## src/rtl/sram_ctrl.sv

```systemverilog
// Purpose: register-driven controller running one asynchronous SRAM read or write per go strobe.
// Latency: go at edge E0 -> busy cycles 1..WAIT_CYCLES+2, one-cycle done pulse in cycle WAIT_CYCLES+3.
// Backpressure: none; a go while busy is dropped and sets the sticky err status bit.
module sram_ctrl #(
    parameter int WAIT_CYCLES = 2
) (
    input  logic        clk,
    input  logic        reset,
    input  logic        go,
    input  logic [15:0] cmd,
    input  logic [15:0] addr,
    input  logic [15:0] wdata,
    output logic [15:0] rdata,
    output logic [15:0] status,
    output logic        done,
    output logic [15:0] sram_addr,
    output logic [15:0] sram_dq_o,
    output logic        sram_dq_oe,
    input  logic [15:0] sram_dq_i,
    output logic        sram_ce_n,
    output logic        sram_oe_n,
    output logic        sram_we_n
);

    typedef enum logic [1:0] {
        IDLE   = 2'd0,
        SETUP  = 2'd1,
        ACCESS = 2'd2,
        HOLD   = 2'd3
    } state_t;

    localparam logic [3:0] WAIT_INIT = 4'(WAIT_CYCLES);

    state_t     state;
    logic [3:0] waitCount;
    logic       isWrite;
    logic       busyFlag;
    logic       errFlag;
    logic       validFlag;

    // Only the write and clear-error bits of the command word carry meaning.
    logic       unusedCmdBits;
    assign unusedCmdBits = ^cmd[15:2];

    // Status word is a plain concatenation of registered flags.
    assign status = {13'b0, validFlag, errFlag, busyFlag};

    // Single FSM: every SRAM strobe and status flag is a register updated here.
    always_ff @(posedge clk) begin
        if (reset) begin
            state      <= IDLE;
            waitCount  <= 4'd0;
            isWrite    <= 1'b0;
            busyFlag   <= 1'b0;
            errFlag    <= 1'b0;
            validFlag  <= 1'b0;
            rdata      <= 16'h0000;
            done       <= 1'b0;
            sram_addr  <= 16'h0000;
            sram_dq_o  <= 16'h0000;
            sram_dq_oe <= 1'b0;
            sram_ce_n  <= 1'b1;
            sram_oe_n  <= 1'b1;
            sram_we_n  <= 1'b1;
        end else begin
            case (state)
                IDLE: begin
                    done <= 1'b0;
                    if (go) begin
                        if (cmd[1]) begin
                            // Clear-error command: no SRAM cycle, no done.
                            errFlag <= 1'b0;
                        end else begin
                            isWrite    <= cmd[0];
                            sram_addr  <= addr;
                            if (cmd[0]) begin
                                sram_dq_o <= wdata;
                            end
                            // Write data is driven from SETUP so it is stable before we_n falls.
                            sram_dq_oe <= cmd[0];
                            sram_ce_n  <= 1'b0;
                            busyFlag   <= 1'b1;
                            validFlag  <= 1'b0;
                            waitCount  <= WAIT_INIT;
                            state      <= SETUP;
                        end
                    end
                end
                SETUP: begin
                    if (go) begin
                        errFlag <= 1'b1;
                    end
                    // Only one of the two strobes ever falls, so they never overlap.
                    if (isWrite) begin
                        sram_we_n <= 1'b0;
                    end else begin
                        sram_oe_n <= 1'b0;
                    end
                    state <= ACCESS;
                end
                ACCESS: begin
                    if (go) begin
                        errFlag <= 1'b1;
                    end
                    if (waitCount <= 4'd1) begin
                        sram_we_n <= 1'b1;
                        sram_oe_n <= 1'b1;
                        waitCount <= 4'd0;
                        if (!isWrite) begin
                            rdata     <= sram_dq_i;
                            validFlag <= 1'b1;
                        end
                        state <= HOLD;
                    end else begin
                        waitCount <= waitCount - 4'd1;
                    end
                end
                HOLD: begin
                    if (go) begin
                        errFlag <= 1'b1;
                    end
                    sram_ce_n  <= 1'b1;
                    sram_dq_oe <= 1'b0;
                    busyFlag   <= 1'b0;
                    done       <= 1'b1;
                    state      <= IDLE;
                end
                default: begin
                    state <= IDLE;
                end
            endcase
        end
    end

endmodule

```

## config.mk

```make
export PLATFORM = sky130hd
export DESIGN_NAME = sram_ctrl
export DESIGN_NICKNAME = d
export VERILOG_FILES = /design/src/rtl/sram_ctrl.sv
export SDC_FILE = /design/constraint.sdc
export NUM_CORES = 1
export LEC_CHECK = 0
export BUFFER_PORTS_ARGS = -buffer_cell sky130_fd_sc_hd__buf_2
export CAP_MARGIN = 20
export CELL_PAD_IN_SITES_DETAIL_PLACEMENT = 0
export CELL_PAD_IN_SITES_GLOBAL_PLACEMENT = 1
export CORE_MARGIN = 5
export CORE_UTILIZATION = 31
export DETAILED_ROUTE_END_ITERATION = 6
export PLACE_DENSITY_LB_ADDON = 0.05
export REMOVE_ABC_BUFFERS = 1
export SYNTH_ARGS = -nofsm -noshare
export SYNTH_HDL_FRONTEND = slang
export SYNTH_SLANG_ARGS = --single-unit
```

## constraint.sdc

```tcl
create_clock -name clk -period 2 [get_ports clk]
set_input_delay 0 -clock clk [delete_from_list [all_inputs] [get_ports clk]]
set_output_delay 0 -clock clk [all_outputs]
set_load 0.005 [all_outputs]
```

==> results.txt <==
commonest non-fill, non-tap cell in the layout - buf_2
r2r worst-path depth - 6
Power, Total - 4.17 mW
Initial Utilization - 0.318
CP peak stage delay - 360 ps
Ant. Diodes - 0
Max Cap Viol - 0
maximum clock insertion buffer count - 2
Row Count - 33
Setup Skew - 6.11 ps
CP required - 2270 ps
grt ovf - 0
sequential share of the synthesized area - 0.485
die height - 102 um
LEAKAGE - 1.78 nW
Root Driver - clkbuf_8
Seq cells post-synth - 63
worst-path cell chain - inv_1 > ha_1 > nor2_1 > or3_1 > a21boi_1 > mux2i_1
die footprint - 10300 um^2
Mapped Area - 2600 um^2
GR Layer Usage met1 - 0.177
I/O pins - 136
CTS tree - done
FF-to-FF Start - waitCount[1]
crit share post-route - 0.831
Crit Path Category - reg -> reg
Pins Over Slew Limit - 0
wire per inst - 12.5 um
post-CTS setup buffers - 0
global-route wire length before repair - 11200 um
Cell Pwr Density - 1070 nW/um^2
clock sink count - 63
fill count - 809
Yosys top cell by area - dfxtp_1
most frequent cells in the layout - buf_2 (108), nand2_1 (72), dfxtp_1 (63), dlygate4sd3_1 (49), a21oi_1 (45)
Mapped Cells - 300
Hold Vio Cnt, Final - 0
Placer Congestion - 0.710
largest net degree at the start of global routing - 64
largest cells by area after synthesis - dfxtp_1 (49%), nand2_1 (10%), a21oi_1 (8.7%)
Total Wirelength - 7040 um
Die Span X - 102 um
Critical path origin - waitCount[1]
status - complete, no violations
Fmax achieved - 0.602 GHz
Slowest-stage cell, CP - or3_1
share of cells above drive strength 1 - 0.288
Nets - 528
met3 usage - 0.0448
port bufs - 108
met2 Use GR - 0.214
crit end category - register
CORE AREA - 8180 um^2
Global Route Usage Sum - 0.138
Via-to-Cell Ratio - 4.29
initial DRC count - 62
Antenna Nets Post-Route - 0
cts hold-fix bufs - 49
CTS buffer count - 9
initial antenna violation count - 0
drt first pass iters - 4
Final Setup Violations - 0
synth warn - 0
vias in the first global route - 2327
GRT Max-Usage Layer - met2
Area growth, synth to finish - 50.5%
Worst Path Arrival - 1930 ps
drc violations - 0
RSZ-0062 raised after global routing - false
Min Clock Period, post-route - 1660 ps
hold path depth - 3
top-area cell type share of the netlist area - 0.485
critical path peak fanout - 3
Final HPWL DP - 4660 um
startpoint types - register
routed vias - 2422
Avg Inst Size Synth - 8.67 um^2
clk slew on worst S/H paths - 70 ps
Synth cell types - 35
Hold Path Origin - go
H-tree level count - 3
worst vdd ir - 0.000448 V
worst hold path type - in -> reg
Final Util - 0.479
worst skew pair latency - 330 ps
cells resized by post-CTS repair - 0
==> routing by layer <==
layer,wire (um),vias up,share of wire
met4,111,0,0.016
met5,0,-,0
li1,-,1269,-
met1,3160,1066,0.45
met2,3120,78,0.44
met3,649,9,0.092
==> kinds of logic after synthesis <==
logic type,after synthesis,synth area share
AOI/OAI and AO/OA,61,0.134
buffers and inverters,39,0.0953
and+or+nand+nor,111,0.181
adders and majority gates,7,0.0337
muxes,18,0.0693
DFF,63,0.485
other,1,0.00144
==> stage by stage <==
step | setup TNS (ps) | cells | setup slack (ps) | cell area, um^2 | hold slack, ps
floorplan | -11200 | 279 | -666 | 2420 | 66.2
global placement | 0 | 499 | 363 | 3180 | 232
detailed placement | 0 | 499 | 332 | 3180 | 242
CTS | 0 | 564 | 320 | 3910 | 20.3
global route | 0 | 564 | 168 | 3910 | 52.6
finish | 0 | 564 | 338 | 3910 | 39.9
==> worst max-delay path: cells and delay by family (launching register included) <==
family,cells,cell delay [ps]
adders and majority gates,1,210
and+or+nand+nor,2,460
DFF,1,320
AOI/OAI and AO/OA,1,280
muxes,1,220
buffers and inverters,1,100
==> sequential cells by signal, indices dropped and copies added, names as in the netlist <==
name / flops
validFlag: 1
sram_dq_o: 16
isWrite: 1
sram_we_n: 1
sram_dq_oe: 1
state: 2
waitCount: 4
rdata: 16
sram_addr: 16
done: 1
busyFlag: 1
sram_ce_n: 1
errFlag: 1
sram_oe_n: 1
==> worst paths after layout <==
| check | end | slack [ps] |
|---|---|---|
| min | errFlag | 40 |
| min reg2reg | sram_addr[13] | 450 |
| max | state[1] | 340 |
| max reg2reg | state[1] | 340 |
==> final cells by class <==
type | instances | area (um^2) | area share
clock inverter | 5 | 104 | 0.0265
multi-input combinational | 210 | 1140 | 0.293
tap | 105 | 131 | 0.0336
sequential | 63 | 1260 | 0.322
timing repair buffer | 164 | 1110 | 0.283
inverter | 6 | 22.5 | 0.00575
clock buffer | 11 | 141 | 0.0361
==> cells in the mapped netlist <==
| master | instances |
|---|---|
| nand2_1 | 72 |
| dfxtp_1 | 63 |
| a21oi_1 | 45 |
| nor2_1 | 20 |
| buf_4 | 19 |
| mux2i_1 | 18 |
| clkbuf_1 | 7 |
| ha_1 | 7 |
| nand2b_1 | 7 |
| inv_1 | 6 |
| buf_2 | 5 |
| o21a_1 | 3 |
| o21ai_0 | 3 |
| nand4_1 | 2 |
| nor3_1 | 2 |
| o21bai_1 | 2 |
| a21boi_0 | 1 |
| a21boi_1 | 1 |
| a21o_1 | 1 |
| a221oi_2 | 1 |
| a311oi_1 | 1 |
| a31oi_1 | 1 |
| a41oi_1 | 1 |
| and2b_1 | 1 |
| and3_1 | 1 |
| and3b_1 | 1 |
| buf_12 | 1 |
| buf_6 | 1 |
| conb_1 | 1 |
| nand3_1 | 1 |
| nand3b_1 | 1 |
| nor4_1 | 1 |
| nor4_2 | 1 |
| o311ai_0 | 1 |
| or3_1 | 1 |
==> where the power goes <==
part | leakage, nW | internal, mW | switching (mW)
Combinational | 1.14 | 0.588 | 0.664
Clock | 0.124 | 0.865 | 0.496
Sequential | 0.512 | 1.45 | 0.106
Total | 1.78 | 2.91 | 1.27
(Power assumes the default switching activity.)
